`config.mk`:
```
export PLATFORM = sky130hd
export DESIGN_NAME = hazard_unit_mc
export DESIGN_NICKNAME = d
export VERILOG_FILES = /design/src/rtl/hazard_unit_mc.sv
export SDC_FILE = /design/constraint.sdc
export NUM_CORES = 1
export LEC_CHECK = 0
export CORE_ASPECT_RATIO = 1.4
export CORE_UTILIZATION = 43
export CTS_CLUSTER_DIAMETER = 30
export CTS_CLUSTER_SIZE = 20
export DETAILED_ROUTE_END_ITERATION = 8
export PLACE_DENSITY = 0.89
export SYNTH_ARGS = -nofsm -noshare
export SYNTH_HDL_FRONTEND = slang
export SYNTH_SLANG_ARGS = --single-unit
```
`constraint.sdc`:
```
create_clock -name clk -period 2.6 [get_ports clk]
set_input_delay 0.26 -clock clk [delete_from_list [all_inputs] [get_ports clk]]
set_output_delay 0.26 -clock clk [all_outputs]
set_load 0.01 [all_outputs]
```
`src/rtl/hazard_unit_mc.sv`:
```
// Hazard unit for the 5-stage RV32 pipeline: forwarding, load-use/RAW stalls,
// control flushes, and a two-state FSM that freezes F/D/E while the iterative mul/div runs.
module hazard_unit_mc #(
    parameter int REG_AW     = 5,
    parameter int FWD_EN     = 1,
    parameter int MD_TIMEOUT = 64,
    parameter int CNT_W      = 16
) (
    input  logic              clk,
    input  logic              reset,
    input  logic [REG_AW-1:0] Rs1D,
    input  logic [REG_AW-1:0] Rs2D,
    input  logic [REG_AW-1:0] Rs1E,
    input  logic [REG_AW-1:0] Rs2E,
    input  logic [REG_AW-1:0] RdE,
    input  logic [REG_AW-1:0] RdM,
    input  logic [REG_AW-1:0] RdW,
    input  logic              RegWriteE,
    input  logic              RegWriteM,
    input  logic              RegWriteW,
    input  logic [1:0]        ResultSrcE,
    input  logic [1:0]        PcSrc,
    input  logic              MdValidE,
    input  logic              MdDone,
    output logic [1:0]        ForwardAE,
    output logic [1:0]        ForwardBE,
    output logic              StallF,
    output logic              StallD,
    output logic              StallE,
    output logic              FlushD,
    output logic              FlushE,
    output logic              FlushM,
    output logic              MdStart,
    output logic              MdTimeout,
    output logic [CNT_W-1:0]  StallCount,
    output logic              md_state
);

    localparam int BW = $clog2(MD_TIMEOUT + 1);
    localparam logic [BW-1:0] TIMEOUT_VAL = BW'(MD_TIMEOUT);

    typedef enum logic {
        IDLE = 1'b0,
        BUSY = 1'b1
    } md_state_t;

    md_state_t     state;
    md_state_t     state_next;
    logic [BW-1:0] busy_cnt;

    logic timeout_hit;
    logic md_hold;
    logic load_use;
    logic raw_stall;
    logic ctrl_flush;
    logic d_stall;

    // Register x0 is hardwired to zero, so it never creates a dependency.
    function automatic logic reg_hit(input logic [REG_AW-1:0] rd,
                                     input logic [REG_AW-1:0] rs);
        return (rd != '0) && (rd == rs);
    endfunction

    function automatic logic [1:0] fwd_sel(input logic [REG_AW-1:0] rs);
        logic [1:0] sel;
        sel = 2'b00;
        if (FWD_EN != 0) begin
            if (RegWriteM && reg_hit(RdM, rs)) begin
                sel = 2'b01;
            end else if (RegWriteW && reg_hit(RdW, rs)) begin
                sel = 2'b10;
            end
        end
        return sel;
    endfunction

    assign md_state = (state == BUSY);

    assign timeout_hit = (state == BUSY) && !MdDone && (busy_cnt == TIMEOUT_VAL);

    assign md_hold = ((state == IDLE) && MdValidE) ||
                     ((state == BUSY) && !MdDone && !timeout_hit);

    assign load_use = (ResultSrcE == 2'b01) &&
                      (reg_hit(RdE, Rs1D) || reg_hit(RdE, Rs2D));

    assign raw_stall = (FWD_EN == 0) &&
                       ((RegWriteE && (reg_hit(RdE, Rs1D) || reg_hit(RdE, Rs2D))) ||
                        (RegWriteM && (reg_hit(RdM, Rs1D) || reg_hit(RdM, Rs2D))));

    assign ctrl_flush = (PcSrc != 2'b00);

    // A taken branch discards D anyway, so stalling it would only waste a cycle.
    assign d_stall = (load_use || raw_stall) && !ctrl_flush;

    always_comb begin
        state_next = state;
        case (state)
            IDLE: if (MdValidE) state_next = BUSY;
            BUSY: if (MdDone || timeout_hit) state_next = IDLE;
            default: state_next = IDLE;
        endcase
    end

    always_comb begin
        ForwardAE = 2'b00;
        ForwardBE = 2'b00;
        StallF    = 1'b0;
        StallD    = 1'b0;
        StallE    = 1'b0;
        FlushD    = 1'b0;
        FlushE    = 1'b0;
        FlushM    = 1'b0;
        MdStart   = 1'b0;
        if (reset) begin
            FlushD = 1'b1;
            FlushE = 1'b1;
            FlushM = 1'b1;
        end else begin
            ForwardAE = fwd_sel(Rs1E);
            ForwardBE = fwd_sel(Rs2E);
            if (md_hold) begin
                // EX holds the mul/div op; bubbles go into MEM until it completes.
                StallF  = 1'b1;
                StallD  = 1'b1;
                StallE  = 1'b1;
                FlushM  = 1'b1;
                MdStart = (state == IDLE);
            end else begin
                StallF = d_stall;
                StallD = d_stall;
                FlushD = ctrl_flush;
                FlushE = ctrl_flush || d_stall;
            end
        end
    end

    always_ff @(posedge clk) begin
        if (reset) begin
            state    <= IDLE;
            busy_cnt <= '0;
        end else begin
            state <= state_next;
            if (state == IDLE) begin
                if (MdValidE) busy_cnt <= BW'(1);
            end else if (!MdDone && !timeout_hit) begin
                busy_cnt <= busy_cnt + 1'b1;
            end
        end
    end

    always_ff @(posedge clk) begin
        if (reset) begin
            MdTimeout <= 1'b0;
        end else if (timeout_hit) begin
            MdTimeout <= 1'b1;
        end
    end

    always_ff @(posedge clk) begin
        if (reset) begin
            StallCount <= '0;
        end else if (StallF && (StallCount != {CNT_W{1'b1}})) begin
            StallCount <= StallCount + 1'b1;
        end
    end

endmodule
```
# Yosys cells after proc, flatten, opt, wreduce, memory -nomap -nowiden
# Index checks and enable logic that the tools add are counted.
[totals]
output_inout_bits = 29
reg_bits = 25
input_bits = 46
[classes]
eq_ne = 10
n_mux = 23
reduce_logical = 31
bitwise = 1
addsub = 2
[op_table]
columns = ["op", "n"]
rows = [
  ["$eq A5 B5 Y1", 6],
  ["$mux W7", 3],
  ["$logic_and A1 B1 Y1", 18],
  ["$add A16 B1 Y16 const B", 1],
  ["$ne A16 B16 Y1 const B", 1],
  ["$reduce_bool A5 Y1", 3],
  ["$mux W1", 13],
  ["$mux W2", 6],
  ["$add A7 B1 Y7 const B", 1],
  ["$eq A7 B7 Y1 const B", 1],
  ["$logic_or A1 B1 Y1", 4],
  ["$reduce_bool A2 Y1", 2],
  ["$logic_not A1 Y1", 3],
  ["$eq A2 B1 Y1 const B", 1],
  ["$ne A2 B1 Y1 const B", 1],
  ["$pmux W1 S2", 1],
  ["$reduce_and A2 Y1", 1],
  ["$not A1 Y1", 1],
]

# Depth between registers and ports, before layout
# Gate-level depths: netlist of run 1.
[logic_depth]
ltp_word = 9
depth_mapped = 11

# Worst setup path after synthesis of run 1
# No wires, ideal clock.
[synth_timing]
path_type = "reg-to-output"
from = "reg busy_cnt[0]"
to = "out FlushE"
slack_ps = 257
t_arrival_ps = 2083
path_stages_with_launch = 9
required_ps = 2340
path_buffers = 1
cell_sequence = "dfxtp_1 -> inv_1 -> ha_1 -> nand2b_1 -> o41ai_2 -> and2_1 -> clkbuf_1 -> nor2_1 -> o311ai_0"
[synth_via]
elab_chain_cells = 7
[synth_lines]
columns = ["element", "line", "rtl"]
rows = [
  ["from (decl)", "49", "logic [BW-1:0] busy_cnt;"],
  ["from (signal assigned)", "147", "busy_cnt <= busy_cnt + 1'b1;"],
  ["$eq A7 B7 Y1", "79", "assign timeout_hit = (state == BUSY) && !MdDone && (busy_cnt == TIMEOUT_VAL);"],
  ["$logic_and A1 B1 Y1", "79", ""],
  ["$logic_not A1 Y1", "82", "((state == BUSY) && !MdDone && !timeout_hit);"],
  ["$logic_and A1 B1 Y1", "82", ""],
  ["$logic_or A1 B1 Y1", "81", "assign md_hold = ((state == IDLE) && MdValidE) ||"],
  ["$mux W1", "122", "if (md_hold) begin"],
  ["$mux W1", "115", "if (reset) begin"],
  ["to (decl)", "31", "output logic FlushE,"],
]
# No other way between the ends.

# Final worst setup path of run 1
[layout_timing]
from = "reg busy_cnt[0]"
to = "out FlushD"
[layout_via]
elab_chain_cells = 7
[layout_lines]
columns = ["element", "line", "rtl"]
rows = [
  ["$eq A7 B7 Y1", "79", ""],
  ["$logic_and A1 B1 Y1", "79", ""],
  ["$logic_not A1 Y1", "82", ""],
  ["$logic_and A1 B1 Y1", "82", ""],
  ["$logic_or A1 B1 Y1", "81", ""],
  ["$mux W1", "122", ""],
  ["$mux W1", "115", ""],
  ["to (decl)", "30", "output logic FlushD,"],
]
# No other way between the ends.

==> summary.md, run 1 <==
| Metric | Value |
|---|---|
| Post-route cell area | `approximately 2700 um2` |
| DIE WIDTH | `around 56 um` |
| FMAX | `a little over 400 MHz` |
| Period minus WS final | `approximately 2500 ps` |
| Crit path arrival time | `~2200 ps` |
| DRC | `0` |
| Critical path's largest stage delay | `530 ps` |
| Antenna violations before repair | `0` |
| Total Power | `about 0.87 mW` |
| Mapped Cells | `roughly 220` |
| Crit Path Class | `reg2out` |
| Max clock buf depth | `2` |
| Placed Area | `2640 um2` |
| TritonCTS sink count | `25` |
| Largest net degree at the start of global routing | `18` |
| Global routing met1 resource utilization | `0.247` |
| IO Port Bufs | `73` |
| CTS root buf | `clkbuf_8` |
| Final worst-path cycle share | `0.946` |
| Max-Cap Viols | `0` |
| Synth area leaders | `dfxtp_1 (28%), xor2_1 (10%), xnor2_1 (5.9%), or4_1 (5.5%), a21oi_1 (4.2%)` |
| Worst-margin pin slew | `between 400 and 500 ps` |
| Async S/R FF share, synth | `0` |
| Synth-to-Final Area Change | `52.4%` |
| HP Class | `reg2reg` |
| Synth cell types | `36` |
| Status | `completed` |
| Clock Latency Late Sink | `between 200 and 300 ps` |
| Final Hold Fails | `0` |
| DR pass1 iterations | `4` |
| Sequential group share of total power | `0.452` |
| FF-to-FF setup slack | `270 ps` |
| Met2 GRT Util | `0.430` |
| Leak | `around 0.99 nW` |
| Worst-path clk slew | `~80 ps` |
| Post-synth top flop | `dfxtp_1` |
| Pwr Density | `around 320 nW/um2` |
| Net Sw Frac | `0.269` |
| Final setup fails | `0` |
| CP endpoint kind | `output pin` |
| Maximum VDD drop | `roughly 0.25 mV` |
| Die Y | `approximately 78 um` |
| Syn Nets | `approximately 270` |
| DP HPWL | `just under 4000 um` |
| Max_slew headroom | `0.695` |
| Max-slew violation count | `0` |
| Combinational share of power | `0.280` |
| Worst-path maximum fanout | `5` |
| Worst EP required | `~2300 ps` |
| Yosys warns | `0` |
| Synthesized area | `1780 um2` |
| Top cell type's share of synthesized area | `0.282` |
| First-pass GRT wire length | `just over 8000 um` |
| Cts bufs inserted | `3` |
| DRT Wirelength | `around 4700 um` |
| Routed wire per std cell | `roughly 13 um` |
| Placer congestion estimate | `0.868` |
| EDFF count, synth | `0` |
| FF+latch area | `roughly 500 um2` |
| Layout cell share with drive strength beyond 1 | `0.100` |
| Area occupied by multi-input gates | `1200 um2` |
| Vias | `1,977` |
| Routed vias/inst | `~5.6` |
| Avg Inst Size Synth | `~8 um2` |
| N_diodes | `0` |
| Number of nets in the layout | `360` |
| Sequential fraction of the synthesis area | `0.282` |
| Io pins | `75` |
| CORE AREA | `between 3000 and 4000 um2` |
| #FFs+latches synth | `25` |
| GRT Overall Usage | `0.228` |
| Initial DRC Count | `42` |
| Fillcell total | `306` |
| Initial Util | `0.450` |
| Post-CTS Setup Inserts | `0` |
| DIE AREA | `4400 um2` |
| Nature of the critical path startpoint | `register` |
| Pint | `between 0.6 and 0.7 mW` |
| Sw power | `0.234 mW` |
| Post-detailed-route count of antenna-violating nets | `0` |
| Grt ovf | `0` |
| M3 GR Usage | `0.0379` |
| FP Rows | `27` |
| Synth area leader | `dfxtp_1` |
| Top delay family on crit path | `buffers and inverters` |
| RSZ-0062 raised after global routing | `yes` |
| H-tree Lvls | `1` |
| CTS tree | `yes` |
| Critical path's slowest cell | `clkdlybuf4s50_1` |
| Final Skew | `~8.7 ps` |
| Clock Power Share | `0.269` |
| GR peak layer | `met2` |
| Worst-path cell chain | `inv_1 > ha_1 > nand2b_1 > o41ai_4 > and2_4 > o21ai_0 > nand2_1 > clkdlybuf4s50_1` |
| Vias in the first global route | `1,901` |
| CP bufs+invs | `2` |
per-layer routing:
| metal | up-vias | wire length, um |
|---|---|---|
| met5 | - | 0 |
| met4 | 0 | 88 |
| met1 | 905 | 1820 |
| met2 | 73 | 2550 |
| li1 | 993 | - |
| met3 | 6 | 292 |
tightest hold or removal path, stage by stage, from the launching register on:
cell     delay, ps
dfxtp_1        340
a21oi_1         40
nor2_1          70
power groups by stage:
stage	combinational (mW)	sequential [mW]	clock, mW
2_1_floorplan	0.100	0.402	0
3_3_place_gp	0.234	0.402	0
3_5_place_dp	0.241	0.402	0
4_1_cts	0.245	0.393	0.234
5_1_grt	0.266	0.394	0.251
6_report	0.243	0.393	0.234
repair_timing:
item | in CTS | in global routing
cloned | 0 | 0
setup endpoints to repair | 6 | 3
resized for setup | 8 | 3
pin swaps | 2 | 1
hold buffers | 0 | 0
final cells by class:
type / count / share of cell area
multi-input combinational: 180 / 0.442
timing repair buffer: 93 / 0.326
sequential: 25 / 0.185
tap: 43 / 0.0199
clock buffer: 4 / 0.0166
inverter: 8 / 0.0111
cells in the mapped netlist (6+ instances only):
cell type	instances
xnor2_1	12
o21ai_0	7
o31ai_1	7
nor4_1	9
or4_1	13
xor2_1	21
nand2_1	19
inv_1	8
nor3_1	6
a21oi_1	15
dfxtp_1	25
nor2_1	15
and3_1	6
nand3_1	12
cell usage in the layout, fill, tap and decap left out, types with 8 or more instances in the layout:
| cell | n |
|---|---|
| a21oi_1 | 15 |
| buf_4 | 20 |
| clkdlybuf4s50_1 | 68 |
| dfxtp_1 | 25 |
| inv_1 | 8 |
| nand2_1 | 19 |
| nand3_1 | 12 |
| nor2_1 | 15 |
| nor4_1 | 9 |
| or4_1 | 13 |
| xnor2_1 | 12 |
| xor2_1 | 21 |
sequential cells by signal, summed over array words and instances (netlist names):
register / flops
busy_cnt: 7
StallCount: 16
MdTimeout: 1
md_state: 1
through the flow:
| stage | utilization | instances | worst slack (ps) | hold slack [ps] | TNS [ps] |
|---|---|---|---|---|---|
| after CTS | 0.684 | 353 | 33.2 | 485 | 0 |
| after global routing | 0.685 | 353 | -0.385 | 521 | -0.385 |
| after detailed placement | 0.668 | 349 | -171 | 463 | -317 |
| final | 0.685 | 353 | 140 | 484 | 0 |
| after floorplan | - | 224 | 257 | 462 | 0 |
| after global placement | 0.668 | 349 | -147 | 457 | -293 |
cells by family (layout without fill, tap and decap cells):
logic type	count (synthesis)	after routing	share of synthesized area
AND/OR/NAND/NOR	99	99	0.305
flip-flops	25	25	0.282
XOR/XNOR	33	33	0.163
AO/OA/AOI/OAI	43	43	0.160
buffers and inverters	19	105	0.0570
multiplexers	2	2	0.0127
adder cells (fa/ha/maj)	3	3	0.0211
path summary, 6_finish.rpt:
| kind | from | endpoint | cells after the start |
|---|---|---|---|
| worst min register to register | MdTimeout | MdTimeout | 2 |
| worst max register to register | StallCount[0] | StallCount[15] | 8 |
| worst min-delay path | MdTimeout | MdTimeout | 2 |
| worst max-delay path | busy_cnt[0] | FlushD | 8 |
Power figures use the tool's default switching activity.
==> inputs of run 2 (changes only) <==
--- a/config.mk
+++ b/config.mk
@@ -6,11 +6,12 @@
 export NUM_CORES = 1
 export LEC_CHECK = 0
 export CORE_ASPECT_RATIO = 1.4
-export CORE_UTILIZATION = 43
+export CORE_UTILIZATION = 44
+export CTS_BUF_LIST = sky130_fd_sc_hd__clkbuf_2 sky130_fd_sc_hd__clkbuf_4 sky130_fd_sc_hd__clkbuf_8
 export CTS_CLUSTER_DIAMETER = 30
 export CTS_CLUSTER_SIZE = 20
 export DETAILED_ROUTE_END_ITERATION = 8
-export PLACE_DENSITY = 0.89
+export PLACE_DENSITY = 0.9
 export SYNTH_ARGS = -nofsm -noshare
 export SYNTH_HDL_FRONTEND = slang
 export SYNTH_SLANG_ARGS = --single-unit
==> summary.md, run 2 (synthesis results as in run 1) <==
| Metric | Value |
|---|---|
| Status | `completed` |
| Max_slew headroom | `0.614 (-0.0813)` |
| Initial Util | `0.457 (+0.00782)` |
| Leading cell type in the layout, fill and taps excluded | `clkdlybuf4s50_1` |
| Critical path's slowest cell | `or4_1` |
| Worst-path cell chain | `clkdlybuf4s50_1 > or4_1 > o211ai_1 > or4_1 > nor4_2 > dlygate4sd2_1` |
| Final worst setup slack | `146 ps (+5.83 ps)` |
| Final worst-path cycle share | `0.944 (-0.00224)` |
| Critical path's largest stage delay | `620 ps (+90 ps)` |
| Period minus WS final | `2450 ps (-5.83 ps)` |
| Leak | `1.01 nW (+2.3%)` |
| Vias in the first global route | `2,030 (+6.8%)` |
| Synth-to-Final Area Change | `54.6%` |
| CP bufs+invs | `2 (unchanged)` |
| DP Cell Count | `352 (+0.86%)` |
| H-tree Lvls | `1 (unchanged)` |
| Grt ovf | `0 (unchanged)` |
| Crit Path Class | `in2out` |
| DRT Wirelength | `5100 um (+7.4%)` |
| Final Hold Fails | `0 (unchanged)` |
| Worst EP required | `2340 ps (about the same)` |
| DRC | `0 (unchanged)` |
| Most used cell, CP | `or4_1` |
| Crit path arrival time | `2190 ps (about the same)` |
| IO Port Bufs | `73 (unchanged)` |
| Max clock buf depth | `2 (unchanged)` |
| Initial DRC Count | `64 (+52%)` |
| FMAX | `407 MHz (+0.24%)` |
| Io pins | `75 (unchanged)` |
| Place WS | `-258 ps (-86.8 ps)` |
| CORE AREA | `3880 um2 (-1.7%)` |
| First-pass GRT wire length | `8650 um (+6.4%)` |
| N_diodes | `0 (unchanged)` |
| Nature of the critical path startpoint | `input pin` |
| Layout cell share with drive strength beyond 1 | `0.118 (+0.0178)` |
| DR pass1 iterations | `6 (+2)` |
| Placer congestion estimate | `0.845 (-2.7%)` |
| Top delay family on crit path | `simple AND/OR/NAND/NOR gates` |
| Post-detailed-route count of antenna-violating nets | `0 (unchanged)` |
| Cts bufs inserted | `3 (unchanged)` |
| Largest Register | `StallCount` |
| RSZ-0062 raised after global routing | `no` |
| Clock Latency Late Sink | `270 ps (about the same)` |
| CTS tree | `yes` |
| Non-Filler Instances | `357 (+1.1%)` |
| CTS root buf | `clkbuf_8` |
| Vias | `2,036 (+3.0%)` |
| Routed wire per std cell | `14.3 um (+6.2%)` |
| Fin Setup TNS | `0 ps (unchanged)` |
| Max-slew violation count | `0 (unchanged)` |
| Worst-path clk slew | `80 ps (about the same)` |
| Die Y | `77.2 um (-1.1%)` |
| Antenna violations before repair | `0 (unchanged)` |
| CP endpoint kind | `output pin` |
| FP Rows | `27 (unchanged)` |
| DIE AREA | `4300 um2 (-2.2%)` |
| Max-Cap Viols | `0 (unchanged)` |
| Number of nets in the layout | `364 (+1.1%)` |
| Max reg flops | `16 (unchanged)` |
| Final setup fails | `0 (unchanged)` |
| Cts hold-fix bufs | `0 (unchanged)` |
| TritonCTS sink count | `25 (unchanged)` |
| Worst-margin pin slew | `579 ps (+122 ps)` |
| DP HPWL | `4050 um (+4.4%)` |
| Final Skew | `3.95 ps (-4.75 ps)` |
| Biggest regs | `StallCount (16), busy_cnt (7)` |
| Most frequent cells in the layout | `clkdlybuf4s50_1 (68), dfxtp_1 (25), buf_4 (24)` |
| DIE WIDTH | `55.7 um (-1.1%)` |
| Pwr Density | `322 nW/um2 (+0.19%)` |
| Worst-path maximum fanout | `3 (-2)` |
| Largest net degree at the start of global routing | `20 (+2)` |
| GRT Overall Usage | `0.248 (+0.0206)` |
| HP Class | `reg2reg` |
| Maximum VDD drop | `0.227 mV (-8.2%)` |
| Routed vias/inst | `5.70 (+1.8%)` |
run 2: changes by cell type in the layout (fill, tap and decap cells not counted), sizes merged:
cell  change
buf       +4
run 2: what timing repair did:
item,CTS,global route
pin swaps,2,1
buffers inserted,1,0
gates resized for setup,6,5
cloned,0,0
endpoints found under the setup margin,5,5
run 2: per-layer routing:
metal  up-vias  wire length (um)  global-route usage  part of all wire
li1       1001                 -                   -                 -
met1       922              1890               0.253              0.37
met2        94              2680               0.465              0.53
met3        19               356              0.0472             0.070
met4         0               166               0.133             0.033
met5         -                 0                   0                 0
run 2: area by class of cell:
class / count / area (um2)
inverter: 8 / 30.0
timing repair buffer: 97 / 912
sequential: 25 / 500
multi-input combinational: 180 / 1200
tap: 43 / 53.8
fill: 285 / 1140
clock buffer: 4 / 48.8
run 2: worst reg2reg max path: stages, from the launching register on:
cell      delay (ps)
dfxtp_1          360
inv_1             90
ha_1             200
nand2b_1         130
o41ai_4           90
and2_4           190
o32a_1           220
buf_4            180
buf_4            180
or4_1            510
a21oi_1          160
run 2: path summary, 6_finish.rpt:
kind | startpoint | endpoint | slack, ps | cells past startpoint
worst min-delay path | MdTimeout | MdTimeout | 480 | 2
worst min register to register | MdTimeout | MdTimeout | 480 | 2
worst max register to register | busy_cnt[0] | StallCount[15] | 250 | 10
worst max-delay path | RdW[4] | ForwardBE[1] | 150 | 6
run 2: stage by stage:
step / hold WS, ps / utilization / instance area, um2 / power [mW]
finish: 480 / 0.707 / 2750 / 0.885
global route: 519 / 0.707 / 2750 / 0.925
CTS: 489 / 0.701 / 2730 / 0.884
detailed placement: 467 / 0.685 / 2660 / 0.648
global placement: 458 / 0.685 / 2660 / 0.638
floorplan: 462 / - / 1780 / 0.503
run 2: where the power goes:
| part | internal (mW) | switching (mW) | leakage (nW) |
|---|---|---|---|
| Sequential | 0.388 | 0.00509 | 0.202 |
| Clock | 0.120 | 0.118 | 0.0262 |
| Combinational | 0.142 | 0.112 | 0.783 |
| Total | 0.650 | 0.235 | 1.01 |
==> inputs of run 3 (changes only) <==
--- a/config.mk
+++ b/config.mk
@@ -11,6 +11,7 @@
 export CTS_CLUSTER_DIAMETER = 30
 export CTS_CLUSTER_SIZE = 20
 export DETAILED_ROUTE_END_ITERATION = 8
+export HOLD_SLACK_MARGIN = 0.02
 export PLACE_DENSITY = 0.9
 export SYNTH_ARGS = -nofsm -noshare
 export SYNTH_HDL_FRONTEND = slang
==> results of run 3 <==
The final DEF is identical to that of run 2; final timing and power are the same.
